<file path="src/rtl/vga_timing_gen_pkg.sv">
// Shared 640x480@60 timing defaults and small decode helpers for the video path.
package vga_timing_gen_pkg;

  localparam int DEF_CLK_DIV   = 2;
  localparam int DEF_H_VISIBLE = 640;
  localparam int DEF_H_FRONT   = 16;
  localparam int DEF_H_SYNC    = 96;
  localparam int DEF_H_BACK    = 48;
  localparam int DEF_V_VISIBLE = 480;
  localparam int DEF_V_FRONT   = 10;
  localparam int DEF_V_SYNC    = 2;
  localparam int DEF_V_BACK    = 33;

  localparam int CNT_W   = 10;
  localparam int CNT_MAX = 1024;

  // Drive pol when the window is active, the opposite level otherwise.
  function automatic logic sync_level(input logic active, input logic pol);
    return active ? pol : ~pol;
  endfunction

  function automatic logic in_window(input logic [CNT_W-1:0] pos, input int lo, input int len);
    return (int'(pos) >= lo) && (int'(pos) < (lo + len));
  endfunction

endpackage

</file>
<file path="src/rtl/vga_timing_gen_pixel_tick_div.sv">
// Pixel-rate divider: registered one-clk pix_tick on the last clk of each pixel period.
module pixel_tick_div #(
  parameter int CLK_DIV = 2
) (
  input  logic clk,
  input  logic rst_n,
  output logic pix_tick
);

  localparam int DW = (CLK_DIV > 1) ? $clog2(CLK_DIV) : 1;
  localparam logic [DW-1:0] DIV_LAST = DW'(CLK_DIV - 1);

  logic [DW-1:0] div_cnt_r;
  logic [DW-1:0] div_nxt_s;
  logic          run_r;
  logic          pix_tick_r;

  // Next divider value; held at zero on the first clk out of reset so pixel (0,0) gets a full period.
  always_comb begin
    div_nxt_s = {DW{1'b0}};
    if (!run_r) begin
      div_nxt_s = {DW{1'b0}};
    end else if (div_cnt_r == DIV_LAST) begin
      div_nxt_s = {DW{1'b0}};
    end else begin
      div_nxt_s = div_cnt_r + DW'(1);
    end
  end

  // Divider state and registered tick.
  always_ff @(posedge clk or negedge rst_n) begin
    if (!rst_n) begin
      run_r      <= 1'b0;
      div_cnt_r  <= {DW{1'b0}};
      pix_tick_r <= 1'b0;
    end else begin
      run_r      <= 1'b1;
      div_cnt_r  <= div_nxt_s;
      pix_tick_r <= (div_nxt_s == DIV_LAST);
    end
  end

  assign pix_tick = pix_tick_r;

endmodule

</file>
<file path="src/rtl/vga_timing_gen.sv">
// VGA raster timing: pixel/line counters with sync, visible and strobe outputs decoded
// from next-state counters so every output moves on the same edge as the counters.
module vga_timing_gen
  import vga_timing_gen_pkg::*;
#(
  parameter int   CLK_DIV   = DEF_CLK_DIV,
  parameter int   H_VISIBLE = DEF_H_VISIBLE,
  parameter int   H_FRONT   = DEF_H_FRONT,
  parameter int   H_SYNC    = DEF_H_SYNC,
  parameter int   H_BACK    = DEF_H_BACK,
  parameter int   V_VISIBLE = DEF_V_VISIBLE,
  parameter int   V_FRONT   = DEF_V_FRONT,
  parameter int   V_SYNC    = DEF_V_SYNC,
  parameter int   V_BACK    = DEF_V_BACK,
  parameter logic SYNC_POL  = 1'b0
) (
  input  logic             clk,
  input  logic             rst_n,
  output logic [CNT_W-1:0] h_readwire,
  output logic [CNT_W-1:0] v_readwire,
  output logic             hsync,
  output logic             vsync,
  output logic             visible,
  output logic             pix_tick,
  output logic             line_start,
  output logic             frame_start
);

  localparam int H_TOTAL  = H_VISIBLE + H_FRONT + H_SYNC + H_BACK;
  localparam int V_TOTAL  = V_VISIBLE + V_FRONT + V_SYNC + V_BACK;
  localparam int HS_START = H_VISIBLE + H_FRONT;
  localparam int VS_START = V_VISIBLE + V_FRONT;
  localparam logic [CNT_W-1:0] H_LAST = CNT_W'(H_TOTAL - 1);
  localparam logic [CNT_W-1:0] V_LAST = CNT_W'(V_TOTAL - 1);
  localparam logic [CNT_W-1:0] H_VIS  = CNT_W'(H_VISIBLE);
  localparam logic [CNT_W-1:0] V_VIS  = CNT_W'(V_VISIBLE);

  if ((H_TOTAL > CNT_MAX) || (V_TOTAL > CNT_MAX)) begin : g_total_check
    $error("vga_timing_gen: H_TOTAL/V_TOTAL must not exceed 1024");
  end

  logic             pix_tick_s;
  logic [CNT_W-1:0] h_r, v_r;
  logic [CNT_W-1:0] h_nxt_s, v_nxt_s;
  logic             wrap_s;
  logic             first_r;
  logic             hsync_r, vsync_r, visible_r, line_start_r, frame_start_r;

  pixel_tick_div #(
    .CLK_DIV (CLK_DIV)
  ) u_div (
    .clk      (clk),
    .rst_n    (rst_n),
    .pix_tick (pix_tick_s)
  );

  // Next-state raster position; v only moves when h wraps.
  always_comb begin
    h_nxt_s = h_r;
    v_nxt_s = v_r;
    if (pix_tick_s) begin
      if (h_r == H_LAST) begin
        h_nxt_s = {CNT_W{1'b0}};
        if (v_r == V_LAST) begin
          v_nxt_s = {CNT_W{1'b0}};
        end else begin
          v_nxt_s = v_r + CNT_W'(1);
        end
      end else begin
        h_nxt_s = h_r + CNT_W'(1);
        v_nxt_s = v_r;
      end
    end else begin
      h_nxt_s = h_r;
      v_nxt_s = v_r;
    end
  end

  assign wrap_s = pix_tick_s && (h_nxt_s == {CNT_W{1'b0}});

  // Counters and output decode; the first edge after reset announces (0,0) as a new frame.
  always_ff @(posedge clk or negedge rst_n) begin
    if (!rst_n) begin
      first_r       <= 1'b1;
      h_r           <= {CNT_W{1'b0}};
      v_r           <= {CNT_W{1'b0}};
      hsync_r       <= ~SYNC_POL;
      vsync_r       <= ~SYNC_POL;
      visible_r     <= 1'b0;
      line_start_r  <= 1'b0;
      frame_start_r <= 1'b0;
    end else begin
      first_r       <= 1'b0;
      h_r           <= h_nxt_s;
      v_r           <= v_nxt_s;
      hsync_r       <= sync_level(in_window(h_nxt_s, HS_START, H_SYNC), SYNC_POL);
      vsync_r       <= sync_level(in_window(v_nxt_s, VS_START, V_SYNC), SYNC_POL);
      visible_r     <= (h_nxt_s < H_VIS) && (v_nxt_s < V_VIS);
      line_start_r  <= first_r || wrap_s;
      frame_start_r <= first_r || (wrap_s && (v_nxt_s == {CNT_W{1'b0}}));
    end
  end

  assign h_readwire  = h_r;
  assign v_readwire  = v_r;
  assign hsync       = hsync_r;
  assign vsync       = vsync_r;
  assign visible     = visible_r;
  assign pix_tick    = pix_tick_s;
  assign line_start  = line_start_r;
  assign frame_start = frame_start_r;

endmodule

</file>
<file path="config.mk">
export PLATFORM = sky130hd
export DESIGN_NAME = vga_timing_gen
export DESIGN_NICKNAME = d
export VERILOG_FILES = /design/src/rtl/vga_timing_gen_pkg.sv /design/src/rtl/vga_timing_gen_pixel_tick_div.sv /design/src/rtl/vga_timing_gen.sv
export SDC_FILE = /design/constraint.sdc
export NUM_CORES = 1
export LEC_CHECK = 0
export CAP_MARGIN = 20
export CORE_ASPECT_RATIO = 0.5
export CORE_MARGIN = 10
export CORE_UTILIZATION = 55
export DETAILED_ROUTE_END_ITERATION = 10
export GPL_ROUTABILITY_DRIVEN = 0
export HOLD_SLACK_MARGIN = 0.1
export PLACE_DENSITY = 0.83
export SYNTH_ARGS = -nofsm -noshare
export SYNTH_HDL_FRONTEND = slang
export SYNTH_SLANG_ARGS = --single-unit
</file>
<file path="constraint.sdc">
create_clock -name clk -period 6.8 [get_ports clk]
set_clock_uncertainty 0.15 [all_clocks]
set_input_delay 1.36 -clock clk [delete_from_list [all_inputs] [get_ports clk]]
set_output_delay 1.36 -clock clk [all_outputs]
set_load 0.05 [all_outputs]
</file>
# After elaboration in Yosys (flattened, before gate mapping)
# Index checks and enable logic that the tools add are counted.
[word_totals]
reg_bits = 28
in_bits = 2
output_inout_bits = 26
wordCells = 39
[op_classes]
n_addsub = 3
order_cmp = 6
n_eq_ne = 2
muxes = 9
reduce_logical = 9
[ops]
columns = ["operator", "n"]
rows = [
  ["$mux 10", 5],
  ["$add 10x1->10 const B", 2],
  ["$eq 10x10->1 const B", 2],
  ["$logic_not 10->1", 2],
  ["$lt 10x10->1 const B", 2],
  ["$lt 10x9->1 const B", 2],
  ["$ge 10x10->1 const B", 1],
  ["$ge 10x9->1 const B", 1],
  ["$logic_and 1x1->1", 5],
  ["$mux 1", 4],
  ["$logic_or 1x1->1", 2],
  ["$add 1x1->1 const B", 1],
]

# Depth between registers and ports, before layout
# Gate-level depths: netlist of the first run.
[logic_depth]
depth_word = 7
depth_mapped = 8
mapped_depth_nobuf = 8

# By module
# From an unflattened synthesis of the first run, not the netlist that was laid out.
[hier_totals]
hier_cells = 154
area_unflattened_um2 = 1544.0
[modules_own_cells]
columns = ["mod", "n_inst", "cells_per_inst", "area_per_inst_um2", "seq_area_each_um2"]
rows = [
  ["vga_timing_gen", 1, 150, 1476.4, 654.4],
  ["pixel_tick_div", 1, 4, 67.6, 50.0],
]

# Worst setup path after synthesis of the first run
# OpenSTA, ideal clock, no wires.
[synth_timing]
path_type = "register to register"
from = "register h_r[0] (netlist: h_readwire[0])"
to = "register vsync_r (netlist: vsync)"
setup_ns = 0.094
arrival_time_ns = 2.642
t_required_ns = 6.556
setup_slack_ns = 3.914
stages_incl_launch_ff = 9
n_path_buf = 1
period_less_slack_ns = 2.886
cell_sequence = "dfrtp_1 ha_1 nand2_1 or4_4 buf_6 nor3_4 xor2_2 and4_1 or4b_1"
[synth_between]
elab_chain_len = 6
word_cells_on_any_way = 7
classes_between = "order compare: 2; eq/ne: 1; mux: 3; reduce/logical: 1"
[synth_rtl]
columns = ["element", "line", "source"]
rows = [
  ["from (decl)", "vga_timing_gen.sv:43", "logic [CNT_W-1:0] h_r, v_r;"],
  ["from (signal assigned)", "vga_timing_gen.sv:85", "h_r <= {CNT_W{1'b0}};"],
  ["from (signal assigned)", "vga_timing_gen.sv:94", "h_r <= h_nxt_s;"],
  ["$eq 10x10->1 (*)", "vga_timing_gen.sv:62", "if (h_r == H_LAST) begin"],
  ["$mux 10 (*)", "vga_timing_gen.sv:62", ""],
  ["$mux 10 (*)", "vga_timing_gen.sv:61", "if (pix_tick_s) begin"],
  ["net v_nxt_s[7]", "vga_timing_gen.sv:44", "logic [CNT_W-1:0] h_nxt_s, v_nxt_s;"],
  ["$ge 10x9->1 / $lt 10x9->1 (equally long branches)", "vga_timing_gen_pkg.sv:23", "return (int'(pos) >= lo) && (int'(pos) < (lo + len));"],
  ["$logic_and 1x1->1 (*)", "vga_timing_gen_pkg.sv:23", ""],
  ["$mux 1 (*)", "vga_timing_gen_pkg.sv:19", "return active ? pol : ~pol;"],
  ["to (signal assigned)", "vga_timing_gen.sv:88", "vsync_r <= ~SYNC_POL;"],
  ["to (signal assigned)", "vga_timing_gen.sv:97", "vsync_r <= sync_level(in_window(v_nxt_s, VS_START, V_SYNC), SYNC_POL);"],
  ["to (decl)", "vga_timing_gen.sv:47", "logic hsync_r, vsync_r, visible_r, line_start_r, frame_start_r;"],
]
# The timed path passes the listed nets; every way through them passes the cells marked *.

==> metrics, run 1 <==
DRC viols 0; Netlist Area Pre-Place 1530 µm²; nets 191; first-pass GRT wire length 5750 µm; sequential area share after synthesis 46.1%; Pre-Repair DR Iteration Count 4; EDFF count, synth 0; Crit. End Element output pin; Peak VDD IR 0.223 mV; synthesized area per cell 9.79 µm²; Multi-input gate area 759 µm²; Die Ht 57.3 µm; Slew Limit Headroom 65.2%; overall die area 5410 µm²; largest cells by area after synthesis dfrtp_1 (41%), dfstp_2 (5.2%), nand2_1 (3.4%); Register Area 704 µm²; grt ovf 0; vias in the first global route 1,198; number of setup buffers added after CTS 0; Cells after Synth 156; Die X 94.5 µm; Post-synth ARST share 100%; CTS buffer count 3; fin crit share 47.6%; initial core utilization 58.3%; final WL 3380 µm; Final WS setup 3560 ps; largest area contributor in the netlist dfrtp_1; Warnings, synthesis 0; H-tree depth 1; CTS tree yes; Critical Path RT 5290 ps; CP delay by family, top buffers and inverters; I/O pin cnt 28; #FFs+latches synth 28; Max Buffers Root-to-Sink 2; CP startpoint kind register; max frequency 0.309 GHz; CP arrival 1730 ps; WS Path Type register to output pin; FILL cells 194; Leakage 0.758 nW; post-DP HPWL 2470 µm; Worst Tran Pin Value 519 ps; most frequent cells in the layout clkdlybuf4s50_1 (27), dfrtp_1 (25), nand2_1 (14); pwr dens 265 nW/µm²; predominant post-synthesis flop cell dfrtp_1; RSZ-0062 raised after global routing false; Crit Path Max Fanout 13; synthesized net count 161; top-area cell type share of the netlist area 41.0%; site row count 13; drt first-iter violations 43; Post-CTS Hold Fix Bufs 0; Worst path max stage delay 880 ps; Final Critical Period 3240 ps; Final Hold Vio Count 0; largest net degree at the start of global routing 29; Yosys cell types 46; status completed; Worst-path clk slew 90 ps; layout cells sized above 1 10.8%; number of diodes 0; vias per cell 5.78; total core area 2620 µm²; Clock Latency Late Sink 270 ps; Buffers & Inverters on Critical Path 1; root buf cell clkbuf_8; min-delay worst type register to register; endpoints failing setup 0; total number of vias 1,283; critical path's slowest cell clkdlybuf4s50_1; Final ANT Viol Nets 0; most common cell after layout, fill and taps aside clkdlybuf4s50_1; cts repair resizes 0; Placement Setup Slack 3860 ps; routed len/inst 15.2 µm; Area Overhead vs Synth 24.3%; antenna violations before repair 0; max-cap viol count 0; gr usage total 13.0%; PortBufs 27; Clock Sinks 28; crit path cell chain clkdlybuf4s50_1; TNS Setup 0 ps; pins over their slew limit 0
## flip-flops by register name, indices dropped and copies added, names as in the netlist
signal / count
u_div.run_r: 1
visible: 1
frame_start: 1
first_r: 1
vsync: 1
hsync: 1
h_readwire: 10
line_start: 1
v_readwire: 10
u_div.div_cnt_r: 1
## cell type report
| type | instances | share of cell area [%] |
|---|---|---|
| multi-input cells | 116 | 40.0 |
| inverters | 8 | 1.58 |
| clock buffers | 3 | 2.18 |
| flip-flops and latches | 28 | 37.1 |
| clock inverters | 1 | 1.58 |
| repair buffers | 29 | 15.0 |
| well taps | 37 | 2.44 |
## Yosys cell counts (2+ instances only)
master    count
conb_1        2
o21ai_0      10
clkbuf_1      2
xor2_1        5
nand2_1      14
nand3_1       9
nor2_1        8
nand4_1       5
o31ai_1       2
inv_1         8
and4_1        3
nand2b_1      2
a21oi_1       5
dfrtp_1      25
o22ai_1       2
ha_1          3
and3_1        2
a31oi_1       3
dfstp_2       3
or3_1         2
nor4_1        5
nor3_1        6
a211oi_1      2
xnor2_1       6
## power breakdown
| part | switching (W) | internal, W |
|---|---|---|
| Clock | 0.0000519 | 0.0000789 |
| Sequential | 0.0000344 | 0.000184 |
| Combinational | 0.0000988 | 0.0000540 |
| Total | 0.000185 | 0.000317 |
## routing by layer
layer,vias to the layer above,wire length (µm),GRT usage [%]
li1,627,-,-
met1,607,1420,15.1
met2,45,1650,22.0
met3,4,281,5.35
met4,0,21,2.97
met5,-,0,0
## worst register-to-register path, delay by kind of cell, from the launching register on
family / cells / cell delay (ps)
flip-flops: 1 / 460
XOR/XNOR: 1 / 250
AND/OR/NAND/NOR: 5 / 1980
## stage by stage
stage | hold WS, ps | power, W | instances | util, % | area, µm²
5_1_grt | 379 | 0.000532 | 222 | 72.4 | 1900
3_3_place_gp | 314 | 0.000372 | 218 | 69.7 | 1830
2_1_floorplan | 289 | 0.000320 | 156 | - | 1530
4_1_cts | 336 | 0.000507 | 222 | 72.4 | 1900
3_5_place_dp | 313 | 0.000376 | 218 | 69.7 | 1830
6_report | 326 | 0.000502 | 222 | 72.4 | 1900
## kinds of logic after synthesis
group | synth area share [%]
buffers and inverters | 4.10
AO/OA/AOI/OAI | 11.6
AND/OR/NAND/NOR | 27.1
flip-flops | 46.1
adder cells (fa/ha/maj) | 2.46
multiplexers | 0.738
other | 0.492
XOR/XNOR | 7.38
## path summary, 6_finish.rpt
| path | slack [ps] | from | depth (start not counted) | end |
|---|---|---|---|---|
| setup / recovery | 3560 | u_div.div_cnt_r | 1 | pix_tick |
| hold / removal | 330 | u_div.run_r | 1 | u_div.div_cnt_r |
| setup reg to reg | 3880 | h_readwire[7] | 6 | vsync |
| hold reg to reg | 330 | u_div.run_r | 1 | u_div.div_cnt_r |
| max in group asynchronous | 4900 | rst_n | 2 | vsync |
| min in group asynchronous | 1290 | rst_n | 2 | h_readwire[1] |
(Power assumes the default switching activity.)
==> run 2, diff against run 1 <==
--- a/config.mk
+++ b/config.mk
@@ -8,11 +8,11 @@
 export CAP_MARGIN = 20
 export CORE_ASPECT_RATIO = 0.5
 export CORE_MARGIN = 10
-export CORE_UTILIZATION = 55
+export CORE_UTILIZATION = 51
 export DETAILED_ROUTE_END_ITERATION = 10
 export GPL_ROUTABILITY_DRIVEN = 0
 export HOLD_SLACK_MARGIN = 0.1
-export PLACE_DENSITY = 0.83
+export PLACE_DENSITY = 0.78
 export SYNTH_ARGS = -nofsm -noshare
 export SYNTH_HDL_FRONTEND = slang
 export SYNTH_SLANG_ARGS = --single-unit
==> constraint.sdc (replaced) <==
create_clock -name clk -period 3.3 [get_ports clk]
set_clock_uncertainty 0.15 [all_clocks]
set_input_delay 0.66 -clock clk [delete_from_list [all_inputs] [get_ports clk]]
set_output_delay 0.66 -clock clk [all_outputs]
set_load 0.05 [all_outputs]
==> run 2 against run 1 <==
Power is 96% higher. Non-clock buffer count grew 2. Sequential share of layout area about the same. Count of clock-buffer cells in the layout up 1. Combinational power increased by 110%. Sequential power grew 100%. Final cell count is 0.90% higher. Critical path depth increased by 6. Register-to-register slack lost 3300 ps. Die area increased by 5.6%.
==> metrics, run 2 (same netlist as run 1, synthesis figures left out) <==
max-cap viol count 0 (unchanged); Leakage 0.762 nW (was 0.758 nW); CTS tree yes (unchanged); Crit Path Max Fanout 12 (was 13); initial core utilization 56.2% (was 58.3%); setup slack, reg-to-reg 550 ps (was 3880 ps); Clock Sinks 28 (unchanged); worst r2r dst vsync (unchanged); crit path cell chain ha_1, nand2_1, or4_4, nor3_1, xor2_1, and4_1, or4b_1 (was clkdlybuf4s50_1); Post-CTS Hold Fix Bufs 0 (unchanged); CP delay by family, top simple AND/OR/NAND/NOR gates (was buffers and inverters); pwr dens 520 nW/µm² (was 265 nW/µm²); Worst Tran Pin Value 522 ps (was 519 ps); DRC viols 0 (unchanged); Buffers & Inverters on Critical Path 0 (was 1); layout cells sized above 1 11.8% (was 10.8%); post-DP HPWL 2650 µm (was 2470 µm); Final WS setup 548 ps (was 3560 ps); vias per cell 5.81 (was 5.78); Pre-Repair DR Iteration Count 4 (unchanged); WS Path Type register to register (was register to output pin); final non-filler cell total 224 (was 222); CP startpoint kind register (unchanged); total core area 2720 µm² (was 2620 µm²); RSZ-0062 raised after global routing false (unchanged); number of setup buffers added after CTS 0 (unchanged); min-delay worst type register to register (unchanged); Worst-path clk slew 90 ps (about the same); final WL 3500 µm (was 3380 µm); critical path's slowest cell or4_4 (was clkdlybuf4s50_1); root buf cell clkbuf_8 (unchanged); antenna violations before repair 0 (unchanged); Hold Crit Depth 1 (unchanged); nets 193 (was 191); Area Overhead vs Synth 24.2% (was 24.3%); largest net degree at the start of global routing 29 (unchanged); PortBufs 27 (unchanged); hold worst-path end u_div.div_cnt_r (unchanged); Final Hold Vio Count 0 (unchanged); cts repair resizes 0 (unchanged); Final Cell Area 1900 µm² (about the same); Final Critical Period 2750 ps; first-pass GRT wire length 6200 µm (was 5750 µm); Placed Instances 220 (was 218); drt first-iter violations 47 (was 43); fin crit share 83.4%; status completed (unchanged); max frequency 0.363 GHz; most common cell after layout, fill and taps aside clkdlybuf4s50_1 (unchanged); routed len/inst 15.6 µm (was 15.2 µm); most frequent cells in the layout clkdlybuf4s50_1 (27), dfrtp_1 (25), nand2_1 (14) (unchanged); min-delay src u_div.run_r (unchanged); FF-to-FF Start h_readwire[0] (was h_readwire[7]); Die X 97.4 µm (was 94.5 µm); site row count 13 (unchanged); total number of vias 1,302 (was 1,283); I/O pin cnt 28 (unchanged); grt ovf 0 (unchanged); Tot Pwr 0.000985 W (was 0.000502 W); Final ANT Viol Nets 0 (unchanged); Die Ht 58.7 µm (was 57.3 µm); CTS buffer count 3 (unchanged); number of diodes 0 (unchanged); placed instance area 1840 µm² (was 1830 µm²); Crit. End Element register (was output pin); Worst path max stage delay 520 ps (was 880 ps); gr usage total 12.9% (was 13.0%); TNS Setup 0 ps (unchanged); H-tree depth 1 (unchanged); Slew Limit Headroom 65.1% (was 65.2%); worst reg2reg path depth 7 (was 6); Critical Path RT 3350 ps (was 5290 ps); Peak VDD IR 0.529 mV (was 0.223 mV); CP arrival 2810 ps (was 1730 ps); Max Buffers Root-to-Sink 2 (unchanged); Placement Setup Slack 570 ps (was 3860 ps); pins over their slew limit 0 (unchanged); endpoints failing setup 0 (unchanged); Clock Latency Late Sink 280 ps (was 270 ps); overall die area 5710 µm² (was 5410 µm²); vias in the first global route 1,301 (was 1,198)
run 2: cell types whose count changed in the layout (fill, tap and decap cells not counted), sizes merged:
| cell | delta |
|---|---|
| bufinv | -1 |
| clkbuf | +1 |
| buf | +2 |
run 2: layout make-up:
type | instances | area [µm²]
flip-flops and latches | 28 | 704
inverters | 8 | 30.0
repair buffers | 31 | 300
well taps | 37 | 46.3
multi-input cells | 116 | 759
fillers | 224 | 821
clock buffers | 4 | 55.1
run 2: power breakdown:
part | leakage, nW | internal [W] | switching, W | total, W
logic | 0.374 | 0.000113 | 0.000212 | 0.000326
registers | 0.359 | 0.000380 | 0.0000664 | 0.000446
clock network | 0.0288 | 0.000107 | 0.000107 | 0.000214
run 2: layer usage:
layer  part of all wire, %  wire [µm]  up-vias  GRT usage, %
met1                    45       1570      635          15.7
met5                     0          0        -             0
met3                   7.7        269        2          5.36
met2                    47       1640       34          21.3
met4                  0.43         15        0          2.26
li1                      -          -      631             -
run 2: through the flow:
step / utilization [%] / hold slack, ps
floorplan: - / 214
global placement: 67.8 / 290
detailed placement: 67.8 / 312
CTS: 69.8 / 334
global route: 69.8 / 347
finish: 69.8 / 335
run 2: worst max path at each step:
stage	start	end	slack (ps)	cells after the start
floorplan	h_readwire[0]	vsync	410	8
global placement	h_readwire[7]	vsync	660	6
detailed placement	h_readwire[0]	vsync	570	7
CTS	h_readwire[0]	vsync	540	7
global route	v_readwire[1]	vsync	320	7
finish	h_readwire[0]	vsync	550	7
